--- config.mk ---
export PLATFORM = sky130hd
export DESIGN_NAME = icache_param
export DESIGN_NICKNAME = d
export VERILOG_FILES = /design/src/rtl/icache_param.sv
export SDC_FILE = /design/constraint.sdc
export NUM_CORES = 1
export LEC_CHECK = 0
export ABC_CLOCK_PERIOD_IN_PS = 6370
export BUFFER_PORTS_ARGS = -buffer_cell sky130_fd_sc_hd__buf_2
export CORE_AREA = 2 2 350 352
export CTS_CLUSTER_DIAMETER = 80
export DETAILED_ROUTE_END_ITERATION = 16
export DIE_AREA = 0 0 352 354
export PLACE_DENSITY = 0.72
export REMOVE_ABC_BUFFERS = 1
export SYNTH_ARGS = -nofsm -noshare
export SYNTH_HDL_FRONTEND = slang
export SYNTH_SLANG_ARGS = --single-unit
--- constraint.sdc ---
create_clock -name CLK -period 6.37 [get_ports CLK]
set_input_delay 0.637 -clock CLK [delete_from_list [all_inputs] [get_ports CLK]]
set_output_delay 0.637 -clock CLK [all_outputs]
set_load 0.01 [all_outputs]
--- src/rtl/icache_param.sv ---
// Parametrised direct-mapped instruction cache with a burst-refill FSM and a single-cycle flush.
// Optional hit/miss statistics counters are built when ICACHE_STATS_EN is defined.
module icache_param #(
  parameter int SETS      = 16,
  parameter int BLK_WORDS = 2
) (
  input  logic        CLK,
  input  logic        nRST,
  input  logic        imemREN,
  input  logic [31:0] imemaddr,
  input  logic        iflush,
  output logic        ihit,
  output logic [31:0] imemload,
  output logic        iREN,
  output logic [31:0] iaddr,
  input  logic        iwait,
  input  logic [31:0] iload
`ifdef ICACHE_STATS_EN
  ,
  output logic [31:0] hit_cnt,
  output logic [31:0] miss_cnt
`endif
);

  localparam int IDX_W = $clog2(SETS);
  localparam int OFF_W = (BLK_WORDS > 1) ? $clog2(BLK_WORDS) : 0;
  localparam int CNT_W = (OFF_W > 0) ? OFF_W : 1;
  localparam int TAG_W = 30 - IDX_W - OFF_W;
  localparam logic [CNT_W-1:0] LAST_CNT = CNT_W'(BLK_WORDS - 1);

  typedef enum logic [0:0] {IDLE = 1'b0, FILL = 1'b1} state_t;

  state_t             state_r, state_next_s;
  logic [TAG_W-1:0]   mtag_r;
  logic [IDX_W-1:0]   midx_r;
  logic [CNT_W-1:0]   cnt_r;
  logic [SETS-1:0]    valid_r;
  logic [TAG_W-1:0]   tag_r  [SETS];
  logic [31:0]        data_r [SETS][BLK_WORDS];

  logic [TAG_W-1:0]   req_tag_s;
  logic [IDX_W-1:0]   req_idx_s;
  logic [CNT_W-1:0]   req_off_s;
  logic               hit_s;
  logic               start_fill_s;
  logic               beat_s;
  logic               last_beat_s;
  logic [29:0]        word_addr_s;

  assign req_tag_s = imemaddr[31 -: TAG_W];
  assign req_idx_s = imemaddr[2 + OFF_W +: IDX_W];

  generate
    if (OFF_W > 0) begin : g_off
      assign req_off_s = imemaddr[2 +: OFF_W];
    end else begin : g_no_off
      assign req_off_s = 1'b0;
    end
  endgenerate

  // Flush forces a miss in its own cycle so a stale line is never returned.
  assign hit_s        = (state_r == IDLE) & imemREN & ~iflush & valid_r[req_idx_s]
                        & (tag_r[req_idx_s] == req_tag_s);
  assign start_fill_s = (state_r == IDLE) & imemREN & ~hit_s & ~iflush;
  assign beat_s       = (state_r == FILL) & ~iwait;
  assign last_beat_s  = beat_s & (cnt_r == LAST_CNT);
  assign word_addr_s  = (30'({mtag_r, midx_r}) << OFF_W) | 30'(cnt_r);

  // Hit path and memory request outputs
  always_comb begin
    ihit     = hit_s;
    imemload = 32'h0000_0000;
    iREN     = 1'b0;
    iaddr    = 32'h0000_0000;
    if (hit_s) begin
      imemload = data_r[req_idx_s][req_off_s];
    end else begin
      imemload = 32'h0000_0000;
    end
    if (state_r == FILL) begin
      iREN  = 1'b1;
      iaddr = {word_addr_s, 2'b00};
    end else begin
      iREN  = 1'b0;
      iaddr = 32'h0000_0000;
    end
  end

  // Next-state logic; a flush aborts a fill even on its last beat
  always_comb begin
    state_next_s = state_r;
    case (state_r)
      IDLE: begin
        if (start_fill_s) state_next_s = FILL;
        else              state_next_s = IDLE;
      end
      FILL: begin
        if (iflush || last_beat_s) state_next_s = IDLE;
        else                       state_next_s = FILL;
      end
      default: state_next_s = IDLE;
    endcase
  end

  // State, latched miss address and beat counter
  always_ff @(posedge CLK or negedge nRST) begin
    if (!nRST) begin
      state_r <= IDLE;
      mtag_r  <= '0;
      midx_r  <= '0;
      cnt_r   <= '0;
    end else begin
      state_r <= state_next_s;
      if (start_fill_s) begin
        mtag_r <= req_tag_s;
        midx_r <= req_idx_s;
        cnt_r  <= '0;
      end else if (beat_s) begin
        cnt_r  <= cnt_r + CNT_W'(1);
      end
    end
  end

  // Valid bits: flush clears all, completed fill validates its set
  always_ff @(posedge CLK or negedge nRST) begin
    if (!nRST) begin
      valid_r <= '0;
    end else if (iflush) begin
      valid_r <= '0;
    end else if (last_beat_s) begin
      valid_r[midx_r] <= 1'b1;
    end
  end

  // Tag and data storage are not reset; valid bits guard their contents
  always_ff @(posedge CLK) begin
    if (beat_s && !iflush) begin
      data_r[midx_r][cnt_r] <= iload;
    end
    if (last_beat_s && !iflush) begin
      tag_r[midx_r] <= mtag_r;
    end
  end

`ifdef ICACHE_STATS_EN
  logic [31:0] hit_cnt_r;
  logic [31:0] miss_cnt_r;

  // Saturating hit/miss statistics, untouched by flush
  always_ff @(posedge CLK or negedge nRST) begin
    if (!nRST) begin
      hit_cnt_r  <= 32'h0000_0000;
      miss_cnt_r <= 32'h0000_0000;
    end else begin
      if (hit_s && (hit_cnt_r != 32'hFFFF_FFFF)) begin
        hit_cnt_r <= hit_cnt_r + 32'd1;
      end
      if (start_fill_s && (miss_cnt_r != 32'hFFFF_FFFF)) begin
        miss_cnt_r <= miss_cnt_r + 32'd1;
      end
    end
  end

  assign hit_cnt  = hit_cnt_r;
  assign miss_cnt = miss_cnt_r;
`endif

endmodule

# After elaboration in Yosys (flattened, before gate mapping)
# Memory sizes are Yosys's and may differ from the RTL's.
# Cells that the tools add are included.
# Widths: inputs -> output; s select.
# op_classes
n_reduce_logical	8
bitwise	16
n_addsub	1
n_lt_le_gt_ge	6
n_eq_ne	1
n_mux	23
# ops
operator	n
$mux 32	6
$mux 64	1
$demux 32 s1	1
$mux 16	2
$or 30x1->30	1
$eq 25x25->1	1
$or 16x16->16	1
$lt 4x5->1 const B	2
$mux 1	10
$and 1x1->1	8
$bmux 1 s4	1
$demux 1 s4	1
$ge 2x2->1 const B	2
$ge 4x1->1 const B	1
$logic_and 1x1->1	4
$not 1->1	4
$not 1->2	2
$reduce_bool 2->1	2
$lt 2x1->1 const B	1
$pmux 1 s2	1
$add 1x1->1 const B	1
$logic_not 1->1	1
$logic_or 1x1->1	1
# totals
mem_bits_rw	1424
mem_count	2
inputBits	69
register_bits	47
word_cells	62
out_inout_bits	66
# mem_list
memory	words	width	read_ports	rd_clocked_by_memory_dff	write_ports	line	text
data_r	16	64	1	0	1	39	logic [31:0] data_r [SETS][BLK_WORDS];
tag_r	16	25	1	0	1	38	logic [TAG_W-1:0] tag_r [SETS];

# Logic depth before layout (Yosys ltp)
# depth
ltp_word	10
mapped_depth	16
depth_no_buf	8

# Least setup slack after synthesis
# No wires, ideal clock.
# synth_timing
path_kind	input to output
startpoint	in imemaddr[4]
endpoint	out imemload[22]
path_stages	14
t_required_ns	5.733
arrival_ns	3.537
n_path_buf	7
setup_slack_ns	2.196
cell_sequence	buf_6 buf_6 buf_2 buf_4 buf_2 mux4_2 a2bb2oi_1 o211ai_1 o21a_1 a2111o_1 or4b_1 buf_2 buf_6 a21oi_2
# synth_between
elab_chain_len	5
elab_cells_between_ends	11
classes_between	1 x eq/ne; 6 x mux; 2 x bitwise; 2 x memory
# synth_rtl
item	line	text
from (decl)	10	input logic [31:0] imemaddr,
parallel branches: the longest is 4 deep, another holds $mem_v2 16x25	n/a	
$mux 32 (*)	75	if (hit_s) begin
to (decl)	13	output logic [31:0] imemload,
# Every way passes the cells marked *. The select of a mux whose other input is x is not followed.

# Worst setup path after layout
# layout_timing
startpoint	in imemaddr[4]
endpoint	out imemload[1]
# Same word-level chain as after synthesis.

==> out/qor.csv <==
stage,metric,value,unit
status,status,finished clean,
clock_tree,number of hold buffers added after CTS,0,
global_route,number of global-route vias before repair,28221,
sta,max frequency,179,MHz
sta,min cycle time layout,5.58,ns
sta,Layout Skew,0.0245,ns
clock_tree,cts repair resizes,0,
yosys,sequential fraction of the synthesis area,0.764,
yosys,count of flip-flops with a built-in enable after synthesis,1424,
global_route,number of antenna violations at the first check in global routing,10,
sta,number of hold violations in the final report,0,
yosys,cell type with the largest total area after synthesis,sky130_fd_sc_hd__edfxtp_1,
sta,max_slew headroom,0.182,
min_path,path class of the lowest-slack min-delay path,in -> async,
sta,Slew @ Worst Pin,1.22,ns
route,per-cell routed wire length,30.2,um
die,area inside the core boundary,121000,um2
placed_design,"worst slack, placed",0.841,ns
yosys,flip-flop and latch count after synthesis,1471,
setup_path,data required time of the critical path,5.73,ns
die,horizontal die dimension,352,um
sta,Slew Limit Fails,0,
route,drt initial violations,3571,
sta,Sum Neg Setup Slack,0,ns
pwr,Pleak,20.7,nW
placed_design,Post-DP HPWL,72700,um
die,Ports,135,
yosys,Synth warnings,0,
yosys,share of the synthesized area in the top cell type,0.744,
pwr,power per cell area,313,nW/um2
yosys,most instantiated flip-flop cell in the synthesis netlist,sky130_fd_sc_hd__edfxtp_1,
cells_and_area,"final std cell area, no fill",64900,um2
placed_design,placed cell areas,60400,um2
clock_tree,Root Buffer,sky130_fd_sc_hd__clkbuf_16,
placed_design,Post-Place Cells,4224,
clock_tree,number of sinks on the clock net,1471,
clock_tree,clock transition at the registers of the reported paths,0.06,ns
sta,fin worst setup slack,0.790,ns
setup_path,startpoint of the most critical register-to-register path,midx_r[0]$_DFFE_PN0P_,
placed_design,quantity of I/O buffers inserted on ports,130,
clock_tree,H-Tree Level Count,4,
yosys,Synth Instances,2529,
route,average vias per placed instance,6.14,
setup_path,Critical Path Start Type,input port,
global_route,overflow left after global routing,0,
cells_and_area,layout cell share with drive strength beyond 1,0.322,
setup_path,nature of the critical path endpoint,primary output,
setup_path,Crit Path Class,in -> out,
yosys,"FFs w/ async S/R, synth",0.0320,
global_route,pin count of the biggest net entering global routing,120,
sta,RSZ-0062 raised after global routing,false,
route,antenna violation net count after detailed routing,0,
setup_path,r2r endpoint,data_r[9][56]$_DFFE_PP_,
cells_and_area,fin cells,4482,
route,total iterations of the first detailed-routing run,5,
route,final wirelength,135000,um
clock_tree,CTS Buf Count,144,
cells_and_area,final-layout fill cell count,8921,
yosys,cell types with the largest area share after synthesis,"sky130_fd_sc_hd__edfxtp_1 74%, sky130_fd_sc_hd__mux4_2 16%, sky130_fd_sc_hd__dfrtp_1 2.0%, sky130_fd_sc_hd__mux2i_1 1.0%, sky130_fd_sc_hd__mux2_1 0.59%",
clock_tree,setup repair bufs after CTS,0,
job,max-cap violation count,0,
sta,Tcrit/Tclk final,0.876,
die,Starting Density,0.475,
pwr,worst vdd ir,0.000265,V
sta,Final setup violation count,0,
route,drc violations,0,
cells_and_area,synth-to-layout area growth,12.8,%
setup_path,data arrival at the endpoint of the critical path,4.94,ns
clock_tree,clock latency at the later pin of the worst-skew pair,0.75,ns
die,Die Area,125000,um2
cells_and_area,number of nets at the end of the flow,2814,
setup_path,number of cells on the worst reg-to-reg path,4,
placed_design,weighted congestion at the end of routability-driven global placement,0.817,
setup_path,maximum fanout along the worst path,53,
yosys,unique cell type count in the Yosys netlist,66,
clock_tree,clk buf depth,3,
clock_tree,TritonCTS clock tree,built,
setup_path,flop2flop setup slack,2.66,ns
route,count of vias placed by the detailed router,27515,
yosys,synthesized cell area,57500,um2
die,height of the chip,354,um
yosys,cell types with the highest counts after synthesis,"1,424 x sky130_fd_sc_hd__edfxtp_1, 415 x sky130_fd_sc_hd__mux4_2, 79 x sky130_fd_sc_hd__nand2_1",
cells_and_area,final core utilization,0.536,
global_route,Tot GR Track Use,0.218,
yosys,most instantiated library cell after synthesis,sky130_fd_sc_hd__edfxtp_1,
die,floorplan row count,128,
yosys,syn avg cell area,22.7,um2
global_route,global-route wire length before repair,196000,um
[layout make-up]
cell class	instances	area, um2	area share
diodes	2	5.00	0.0000772
clock buffers	184	3900	0.0601
clock inverters	72	581	0.00895
inverters	17	63.8	0.000984
multi-input cells	903	13100	0.201
flip-flops and latches	1471	43900	0.677
well taps	1625	2030	0.0313
repair buffers	208	1280	0.0198
[critical path, cell delays in order]
cell and delay, ns:
sky130_fd_sc_hd__buf_8 0.40, sky130_fd_sc_hd__buf_4 0.45, sky130_fd_sc_hd__buf_4 0.65, sky130_fd_sc_hd__nor2_1 0.13, sky130_fd_sc_hd__o22ai_1 0.35, sky130_fd_sc_hd__nand4b_1 0.14
sky130_fd_sc_hd__a2111o_1 0.41, sky130_fd_sc_hd__or4b_4 0.86, sky130_fd_sc_hd__a21oi_1 0.49, sky130_fd_sc_hd__buf_2 0.23
[power by group]
group          internal [mW]  leakage [nW]  total (mW)  switching, mW
sequential              10.9          13.4        11.1          0.234
clock                   4.55          2.20        8.11           3.57
combinational          0.436          5.16        1.07          0.629
[worst max-delay path by stage]
stage / end / cells after the start / from
global route: imemload[1] / 10 / imemaddr[4]
CTS: imemload[18] / 11 / imemaddr[3]
floorplan: imemload[0] / 7 / imemaddr[6]
detailed placement: imemload[18] / 11 / imemaddr[3]
global placement: imemload[1] / 10 / imemaddr[3]
finish: imemload[1] / 10 / imemaddr[4]
[metrics by stage]
stage	hold WS, ns	total power, mW
global placement	0.455	12.3
global route	0.108	20.9
floorplan	0.341	11.8
finish	0.0755	20.3
CTS	0.0427	20.4
detailed placement	0.465	12.4
[kinds of logic (layout without fill, tap and decap cells)]
family / count (synthesis) / after routing / synth area share
DFF: 1471 / 1471 / 0.764
muxes: 508 / 508 / 0.180
and+or+nand+nor: 226 / 226 / 0.0187
buffers and inverters: 156 / 481 / 0.0139
AOI/OAI and AO/OA: 131 / 131 / 0.0178
xor gates and xnor gates: 36 / 36 / 0.00549
other: 1 / 4 / 0.0000652
[cell usage in the layout, fill, tap and decap left out, types with 29 or more instances in the layout]
cell and instances:
sky130_fd_sc_hd__nand2_1 79, sky130_fd_sc_hd__edfxtp_1 1424, sky130_fd_sc_hd__mux4_2 415, sky130_fd_sc_hd__buf_2 125, sky130_fd_sc_hd__and2_1 33, sky130_fd_sc_hd__dfrtp_1 47, sky130_fd_sc_hd__mux2_1 30, sky130_fd_sc_hd__mux2i_1 58
sky130_fd_sc_hd__nor2_4 29, sky130_fd_sc_hd__buf_4 79, sky130_fd_sc_hd__clkbuf_1 29, sky130_fd_sc_hd__clkbuf_16 147, sky130_fd_sc_hd__a21oi_2 29
[per-layer routing]
| layer | up-vias | routed length (um) | GRT usage |
|---|---|---|---|
| li1 | 11104 | - | - |
| met1 | 14690 | 51000 | 0.293 |
| met4 | 12 | 3940 | 0.0716 |
| met3 | 281 | 12700 | 0.0464 |
| met5 | - | 80 | 0 |
| met2 | 1428 | 67600 | 0.357 |
[state kept, by name (all words and copies together), names as in the netlist]
signal / cells
cnt_r: 1
data_r: 1024
midx_r: 4
mtag_r: 25
state_r: 1
tag_r: 400
valid_r: 16
Note: power is estimated with default switching activity, not from simulation.
